[src/rtl/cordic_rnd_sat_stage.sv]
// -----------------------------------------------------------------------------
// cordic_rnd_sat_stage
//
// Purpose:
//   Takes the signed DIN_W-bit product from the CORDIC 12x12 multiplier
//   (Q2.22 for Q1.11 operands) and returns it to the DOUT_W-bit datapath
//   format. Rounding is round-half-up: add half an output LSB, shift right
//   arithmetically by FRAC_W, then clip to the signed DOUT_W range.
//   The stage is a 2-deep valid/ready pipeline that collapses bubbles, so a
//   stalled output still lets one more sample into the first stage.
//
// Ports:
//   ap_clk    in   clock, rising edge
//   ap_rst    in   synchronous active-high reset, flushes the pipe
//   din       in   signed product
//   din_vld   in   din valid
//   din_rdy   out  stage accepts din this cycle (combinational from dout_rdy)
//   dout      out  rounded, saturated result (registered)
//   dout_sat  out  dout was clipped, qualified by dout_vld (registered)
//   dout_vld  out  dout/dout_sat valid (registered)
//   dout_rdy  in   downstream accepts dout
//   sat_cnt   out  saturating count of clipped output transfers
//                  (present only when CORDIC_RND_SAT_CNT_EN is defined)
//
// Optional feature macro: CORDIC_RND_SAT_CNT_EN
// -----------------------------------------------------------------------------
module cordic_rnd_sat_stage #(
  parameter int DIN_W  = 24,
  parameter int FRAC_W = 11,
  parameter int DOUT_W = 12
) (
  input  logic              ap_clk,
  input  logic              ap_rst,
  input  logic [DIN_W-1:0]  din,
  input  logic              din_vld,
  output logic              din_rdy,
  output logic [DOUT_W-1:0] dout,
  output logic              dout_sat,
  output logic              dout_vld,
  input  logic              dout_rdy
`ifdef CORDIC_RND_SAT_CNT_EN
  ,
  output logic [15:0]       sat_cnt
`endif
);

  // One extra bit so adding the rounding constant can never overflow.
  localparam int SUM_W = DIN_W + 1;
  // Comparison width wide enough to hold both the shifted sum and the limits.
  localparam int CMP_W = ((SUM_W > DOUT_W) ? SUM_W : DOUT_W) + 1;

  localparam logic signed [SUM_W-1:0]  HALF     = {{(SUM_W-1){1'b0}}, 1'b1} << (FRAC_W - 1);
  localparam logic signed [DOUT_W-1:0] DOUT_MAX = {1'b0, {(DOUT_W-1){1'b1}}};
  localparam logic signed [DOUT_W-1:0] DOUT_MIN = {1'b1, {(DOUT_W-1){1'b0}}};
  localparam logic signed [CMP_W-1:0]  MAX_E    = CMP_W'(DOUT_MAX);
  localparam logic signed [CMP_W-1:0]  MIN_E    = CMP_W'(DOUT_MIN);

  logic                    s1_vld_r;
  logic signed [SUM_W-1:0] s1_sum_r;
  logic signed [SUM_W-1:0] din_ext_s;
  logic                    ld1_s;
  logic                    ld2_s;

  // Shift out the fraction and clip; returns {sat, value}.
  function automatic logic [DOUT_W:0] rnd_sat(input logic signed [SUM_W-1:0] sum);
    logic signed [SUM_W-1:0] sh;
    logic signed [CMP_W-1:0] q;
    logic [DOUT_W:0]         res;
    sh = sum >>> FRAC_W;
    q  = CMP_W'(sh);
    if (q > MAX_E) begin
      res = {1'b1, DOUT_MAX};
    end else if (q < MIN_E) begin
      res = {1'b1, DOUT_MIN};
    end else begin
      res = {1'b0, DOUT_W'(q)};
    end
    return res;
  endfunction

  // Output stage advances when empty or being drained; stage 1 advances when
  // empty or when it can push into stage 2. This is what collapses bubbles.
  assign ld2_s     = !dout_vld || dout_rdy;
  assign ld1_s     = !s1_vld_r || ld2_s;
  assign din_rdy   = ld1_s;
  assign din_ext_s = {din[DIN_W-1], din};

  // Two pipeline stages: rounding add, then shift/saturate into the output.
  always_ff @(posedge ap_clk) begin
    if (ap_rst) begin
      s1_vld_r <= 1'b0;
      s1_sum_r <= '0;
      dout_vld <= 1'b0;
      dout     <= '0;
      dout_sat <= 1'b0;
    end else begin
      if (ld1_s) begin
        s1_vld_r <= din_vld;
        if (din_vld) begin
          s1_sum_r <= din_ext_s + HALF;
        end
      end
      if (ld2_s) begin
        dout_vld <= s1_vld_r;
        if (s1_vld_r) begin
          {dout_sat, dout} <= rnd_sat(s1_sum_r);
        end
      end
    end
  end

`ifdef CORDIC_RND_SAT_CNT_EN
  logic [15:0] sat_cnt_r;

  // Count clipped samples as they leave; sticks at all-ones instead of wrapping.
  always_ff @(posedge ap_clk) begin
    if (ap_rst) begin
      sat_cnt_r <= 16'h0000;
    end else if (dout_vld && dout_rdy && dout_sat && (sat_cnt_r != 16'hFFFF)) begin
      sat_cnt_r <= sat_cnt_r + 16'd1;
    end
  end

  assign sat_cnt = sat_cnt_r;
`endif

endmodule

[config.mk]
export PLATFORM = sky130hd
export DESIGN_NAME = cordic_rnd_sat_stage
export DESIGN_NICKNAME = d
export VERILOG_FILES = /design/src/rtl/cordic_rnd_sat_stage.sv
export SDC_FILE = /design/constraint.sdc
export NUM_CORES = 1
export LEC_CHECK = 0
export BUFFER_PORTS_ARGS = -buffer_cell sky130_fd_sc_hd__buf_2
export CELL_PAD_IN_SITES_DETAIL_PLACEMENT = 0
export CELL_PAD_IN_SITES_GLOBAL_PLACEMENT = 2
export CORE_AREA = 2 2 76 78
export CTS_CLUSTER_DIAMETER = 150
export CTS_CLUSTER_SIZE = 12
export DETAILED_ROUTE_END_ITERATION = 10
export DIE_AREA = 0 0 78 80
export PLACE_DENSITY = 0.75
export SLEW_MARGIN = 20
export SYNTH_ARGS = -nofsm -noshare
export SYNTH_HDL_FRONTEND = slang
export SYNTH_SLANG_ARGS = --single-unit
[constraint.sdc]
create_clock -name ap_clk -period 1.2 [get_ports ap_clk]
set_input_delay 0.24 -clock ap_clk [delete_from_list [all_inputs] [get_ports ap_clk]]
set_output_delay 0.24 -clock ap_clk [all_outputs]
set_load 0.03 [all_outputs]
Word-level counts from Yosys, hierarchy flattened --
Cells that the tools add are included.
Storage, ports and cells: register bits 40, input bits 28, logic and storage cells 16
Operators by class: $add $sub $neg 1, order comparisons 2, muxes and demuxes 2, reductions and logical operators 6
Operators by type and width (count):
- $mux 13 | 2
- $add 24x12->25 const B | 1
- $gt 14x12->1 const B | 1
- $lt 14x12->1 const B | 1
- $reduce_and 2->1 | 2
- $logic_not 1->1 | 2
- $logic_or 1x1->1 | 2

Longest topological paths before layout --
Gate-level depths: netlist of run 1.
depth in word-level cells 4, depth in mapped cells 5

Least setup slack after synthesis of run 1 --
OpenSTA, ideal clock, no wires.
kind register to register, from register dout_vld, to register dout[0], setup time 0.071 ns, data arrival time 1.346 ns, data required time 1.129 ns, slack -0.217 ns, cell stages (with the launch flop) 6, path buffers 1, clock period less this slack 1.417 ns, path through dfxtp_1 > nor2b_1 > nand2b_1 > buf_2 > nand2_1 > a21oi_1
Between the ends: cells in the longest elaborated chain, start to end 3
RTL lines:
- start: declaration | RTL line 39 | output logic dout_vld,
- start signal: assignment | RTL line 104 | dout_vld <= s1_vld_r;
- $logic_not 1->1 | RTL line 83 | assign ld2_s = !dout_vld || dout_rdy;
- $logic_or 1x1->1 | RTL line 83
- $reduce_and 2->1 (no source line)
- end signal: assignment | RTL line 106 | {dout_sat, dout} <= rnd_sat(s1_sum_r);
- end: declaration | RTL line 37 | output logic [DOUT_W-1:0] dout,
No other way between the ends. A chain may end at the register's enable or synchronous reset.

Worst setup path after layout of run 1 --
from register dout_vld, to register dout[9]
The elaborated chain is that of the path after synthesis.

==> results of run 1 <==
==> power groups by stage <==
stage / Combinational [uW] / Sequential, uW / Clock [uW]
2_1_floorplan: 175 / 1130 / 0
3_3_place_gp: 365 / 1080 / 0
3_5_place_dp: 370 / 1080 / 0
4_1_cts: 371 / 1060 / 822
5_1_grt: 456 / 1070 / 863
6_report: 413 / 1060 / 791
==> sequential cells by signal, indices dropped and copies added (netlist names) <==
| name | cells |
|---|---|
| s1_sum_r | 14 |
| dout | 12 |
| dout_sat | 1 |
| dout_vld | 1 |
| s1_vld_r | 1 |
==> stage by stage <==
stage	total power [uW]	cells	setup TNS [ns]
finish	2270	273	-0.00498
global route	2390	273	-0.607
CTS	2250	271	0
detailed placement	1450	263	-0.330
global placement	1440	263	-0.188
floorplan	1300	152	0
==> kinds of logic after synthesis <==
logic type / count (synthesis) / share of synthesized area [%]
XOR/XNOR: 12 / 8.05
adder cells (fa/ha/maj): 1 / 0.959
buffers and inverters: 14 / 7.38
flip-flops: 29 / 44.5
AND/OR/NAND/NOR: 55 / 19.9
multiplexers: 1 / 0.767
AO/OA/AOI/OAI: 40 / 18.4
==> Yosys cell counts <==
master	instances	area, sq um
and4_1	2	17.5
xnor2_1	1	8.76
nand3b_1	2	15.0
nor2b_1	1	6.26
ha_1	1	12.5
buf_2	2	10.0
nor2_1	16	60.1
mux2i_1	1	10.0
xor2_1	11	96.3
o21ai_0	11	55.1
and2_1	2	12.5
dfxtp_1	29	581
a221oi_1	1	8.76
clkbuf_1	3	11.3
nand3_1	3	15.0
nand2b_1	1	6.26
nand4_1	7	43.8
nand2_1	19	71.3
buf_4	1	7.51
clkbuf_8	3	41.3
buf_6	1	11.3
a21oi_1	14	70.1
o31ai_1	1	7.51
inv_1	4	15.0
a21oi_2	1	8.76
a211oi_1	12	90.1
and3_1	2	12.5
==> how the worst max path moves through the flow <==
stage	start	end	cells after the start
2_1_floorplan	s1_vld_r	s1_sum_r[24]	4
3_3_place_gp	din[12]	s1_sum_r[18]	6
3_5_place_dp	din[12]	s1_sum_r[18]	6
4_1_cts	dout_vld	dout[5]	5
5_1_grt	dout_vld	dout[9]	5
6_report	dout_vld	dout[9]	5
==> timing repair <==
action / in CTS / in global routing
setup endpoints to repair: 1 / 16
resized for setup: 3 / 28
setup buffers: 1 / 1
gates cloned: 0 / 1
pin swaps: 1 / 13
==> tightest hold or removal path, cell delays in order <==
cell     delay (ns)
buf_2          0.11
nand3_1        0.07
a21oi_1        0.05
==> cell type report <==
class	instances	area, sq um
Tap cell	72	90.1
Multi-Input combinational cell	109	699
Clock buffer	7	86.3
Sequential cell	29	588
Timing Repair Buffer	52	358
Fill cell	603	3570
Inverter	4	15.0
==> per-layer routing <==
metal	part of all wire [%]	track usage (%)	vias to the layer above
met3	5.7	2.94	6
met2	43	15.8	28
met5	0	0	-
li1	-	-	627
met4	2.3	5.26	0
met1	49	13.4	487
==> impl_metrics.yaml, run 1 <==
logic_synthesis:
  ys_warn_count: 0
  synth_cell_types: 27
  syn_area_per_cell_sq_um: 8.59
  seq_area_frac_synth_pct: 44.5
  netlist_area_sq_um: 1310
  syn_inst: 152
  syn-num-nets: 181
  synth_seq_cells: 29
die:
  die-area_sq_um: 6240
  die_w_um: 78
  start_util_pct: 24.1
  die_y_um: 80
  num_io_pins: 43
  row_count: 27
  core_area_sq_um: 5410
power_and_ir_drop:
  ir_worst_vdd_mv: 0.374
  p_int_uw: 1660
  p_per_area_nw_per_um2: 1230
  switching_share_pct: 26.8
  power.share.clock_pct: 34.9
  switchingPower_uw: 608
  p_leak_uw: 0.000749
  p_seq_share_pct: 46.9
  pwr-share-comb_pct: 18.2
hold_path:
  worstHoldStart: "din[23]"
  hold_depth: 3
  min_to: "s1_sum_r[24]"
  hold_class: "primary input to flip-flop"
sta:
  worst_pin_slew_ns: 0.374
  relSlewSlack_pct: 75.1
  finalSetupViolCount: 1
  drv_slew: 0
  hold_violations: 0
  holdWs_ns: 0.237
  max_clock_freq_mhz: 830
  worst_slack_ns: -0.00498
  rsz0062_at_grt: "true"
  min_period_ns: 1.20
  final.setup_skew_ns: 0.00312
  finalCritPeriodShare_pct: 100
drt:
  drtAntennaViolNets: 0
  wl_um: 2980
  drc: 0
  vias: 1148
  routed_via_density: 4.21
  drt-initial-drc-count: 34
  wire_per_inst_um: 10.9
  dr.pass1.iters: 4
critical_path:
  required_ns: 1.41
  critPathMaxStageDelay_ns: 0.34
  reg2regPathDepth: 5
  crit_path_end_kind: "flip-flop"
  worst-path-buf-inv: 1
  path_max_fanout: 6
  timing.rr.end: "dout[9]"
  r2r_start: "dout_vld"
  crit_arrival_ns: 1.42
  crit_type: "flip-flop to flip-flop"
  cpMaxStageDelayCell: "dfxtp_4"
  path_cells: "nor2b_4 -> a211oi_2 -> buf_4 -> o21ai_1 -> a21oi_1"
  cp-start-kind: "flip-flop"
  rrSetupSlack_ns: -0.005
  crit_family: "compound AO/OA/AOI/OAI gates"
placed_design:
  hpwlAfterDp_um: 2280
  dpl-instance-area_sq_um: 1650
  dpl_worst_slack_ns: -0.0739
  numPortBuffers: 32
  gp_congestion: 0.738
run:
  max_cap_viol_count: 0
layout:
  fin_util_pct: 34.0
  stdcell_area_sq_um: 1840
  antenna_cells: 0
  layout.nets: 230
  layout_commonest_cell: "buf_2"
  drive_above_1_share_pct: 38.3
  mostFrequentLayoutCells: "31 x buf_2, 27 x dfxtp_1, 18 x nand2_1, 16 x buf_4, 15 x nor2_1"
  area_delta_synth_final_pct: 40.7
global_route:
  grt_overflow: 0
  grt_usage_pct: 10.4
  grt_pass1_vias: 1108
  grt_start_max_net_pins: 25
  grt_pass1_wl_um: 5110
  antenna_found_initial: 0
run_status:
  status: "complete, but fails checks"
  violations: "negative setup slack"
clock_tree:
  cts_made_buffers: 5
  cts.reportedPaths.clkPinSlew_ns: 0.06
  insertion_delay_ns: 0.28
  cts_tree: "built"
  ctsHtreeMaxLevel: 2
  clock-root-buffer: "clkbuf_8"
  clock_sinks: 29
  clockBufferDepth: 2
  holdBufCountCts: 0
No activity file was read; power rests on OpenSTA's default activity.
==> run 2, diff against run 1 <==
SKIP_CTS_REPAIR_TIMING = 1   (was not set)
==> run 2 against run 1 <==
The flow still finishes with violations (negative setup slack). Cell count is the same. Critical path type unchanged. Via count increased by 0.70%. Power hardly changed. Sequential share of layout area unchanged. Sequential power hardly changed. Combinational power is essentially flat. Wire length up 0.64%. Clock skew about the same. Global-route usage hardly changed. Core utilization stayed put. First-iteration DRC count grew 21%. Worst setup slack better by 0.0023 ns.
==> impl_metrics.yaml, run 2 (synthesis gave the netlist of run 1 again) <==
run_status:
  status: "complete, but fails checks"
  violations: "negative setup slack"
clock_tree:
  ctsHtreeMaxLevel: 2
  cts_tree: "built"
  clockBufferDepth: 2
  cts_made_buffers: 5
  insertion_delay_ns: 0.28
  cts.reportedPaths.clkPinSlew_ns: 0.06
  clock-root-buffer: "clkbuf_8"
  clock_sinks: 29
sta:
  finalCritPeriodShare_pct: 100
  max_clock_freq_mhz: 831
  relSlewSlack_pct: 75.1
  rsz0062_at_grt: "true"
  worst_pin_slew_ns: 0.374
  finalSetupViolCount: 1
  min_period_ns: 1.20
  drv_slew: 0
  holdWs_ns: 0.237
  final.setup_skew_ns: 0.00277
  hold_violations: 0
  worst_slack_ns: -0.00268
die:
  num_io_pins: 43
  core_area_sq_um: 5410
  die_w_um: 78
  die_y_um: 80
  die-area_sq_um: 6240
  row_count: 27
  start_util_pct: 24.1
drt:
  vias: 1156
  highest_layer: "met4"
  drtAntennaViolNets: 0
  route.met3.wl_um: 167
  wirelength_met1_um: 1450
  wire_per_inst_um: 11.0
  drc: 0
  drt-initial-drc-count: 41
  wl_um: 3000
  wl_met2_um: 1310
  routed_via_density: 4.23
  dr.pass1.iters: 4
placed_design:
  hpwlAfterDp_um: 2280
  gp_congestion: 0.738
  place_inst: 263
  dpl_worst_slack_ns: -0.0739
  numPortBuffers: 32
critical_path:
  crit_arrival_ns: 1.41
  crit_path_end_kind: "flip-flop"
  crit_type: "flip-flop to flip-flop"
  cp-start-kind: "flip-flop"
  path_max_fanout: 6
  rrSetupSlack_ns: -0.003
  required_ns: 1.41
power_and_ir_drop:
  p_int_uw: 1660
  switchingPower_uw: 610
  ir_worst_vdd_mv: 0.373
  switching_share_pct: 26.9
  p_seq_share_pct: 46.9
  p_per_area_nw_per_um2: 1240
  power.share.clock_pct: 34.9
  p_total_uw: 2270
  p_leak_uw: 0.000749
  pwr-share-comb_pct: 18.2
layout:
  top_regs: "s1_sum_r: 14 flops, dout: 12 flops"
  layoutNonFillerInstCount: 273
  mostFrequentLayoutCells: "31 x buf_2, 27 x dfxtp_1, 18 x nand2_1, 16 x buf_4, 15 x nor2_1"
  layout.nets: 230
  drive_above_1_share_pct: 38.3
  top_register: "s1_sum_r"
  largest_reg_flops: 14
  antenna_cells: 0
  fillers: 603
  layout_commonest_cell: "buf_2"
  area_delta_synth_final_pct: 40.7
global_route:
  grt_usage_pct: 10.3
  grt_overflow: 0
  antenna_found_initial: 0
  grt_pass1_wl_um: 5080
  grt_start_max_net_pins: 25
  grt_pass1_vias: 1101
hold_path:
  hold_class: "primary input to flip-flop"
run:
  max_cap_viol_count: 0
==> run 2: cell counts in the layout (fill, tap and decap cells not counted) <==
Identical to the previous run, type by type.
==> run 2: stage by stage <==
step	util, %	cell area [sq um]	TNS (ns)
3_3_place_gp	30.6	1650	-0.188
3_5_place_dp	30.6	1650	-0.330
4_1_cts	32.2	1740	-0.170
2_1_floorplan	-	1330	0
6_report	34.0	1840	-0.00268
5_1_grt	34.0	1840	-0.600
==> run 2: final cells by class <==
cell class | count | area [sq um] | area share (%)
well taps | 72 | 90.1 | 4.90
clock buffers | 7 | 86.3 | 4.70
inverters | 4 | 15.0 | 0.817
repair buffers | 52 | 358 | 19.5
multi-input cells | 109 | 699 | 38.1
flip-flops and latches | 29 | 588 | 32.0
==> run 2: routing by layer <==
| layer | track usage, % | vias up |
|---|---|---|
| li1 | - | 629 |
| met1 | 13.3 | 493 |
| met2 | 15.7 | 28 |
| met3 | 2.94 | 6 |
| met4 | 5.26 | 0 |
| met5 | 0 | - |
==> run 2: final timing paths <==
kind | from | to | cells after the start
setup reg to reg | dout_vld | dout[9] | 5
hold reg to reg | dout[2] | dout[2] | 2
setup / recovery | dout_vld | dout[9] | 5
hold / removal | din[23] | s1_sum_r[24] | 3
==> run 2: critical path, stage by stage (launching register included) <==
cell      delay (ns)
dfxtp_4         0.34
nor2b_4         0.14
a211oi_2        0.25
buf_4           0.20
o21ai_1         0.09
a21oi_1         0.12
==> run 2: power by group through the flow <==
| stage | Sequential (uW) | Clock, uW | Combinational (uW) |
|---|---|---|---|
| floorplan | 1130 | 0 | 175 |
| global placement | 1080 | 0 | 365 |
| CTS | 1060 | 822 | 370 |
| detailed placement | 1080 | 0 | 370 |
| global route | 1070 | 863 | 457 |
| finish | 1060 | 792 | 414 |
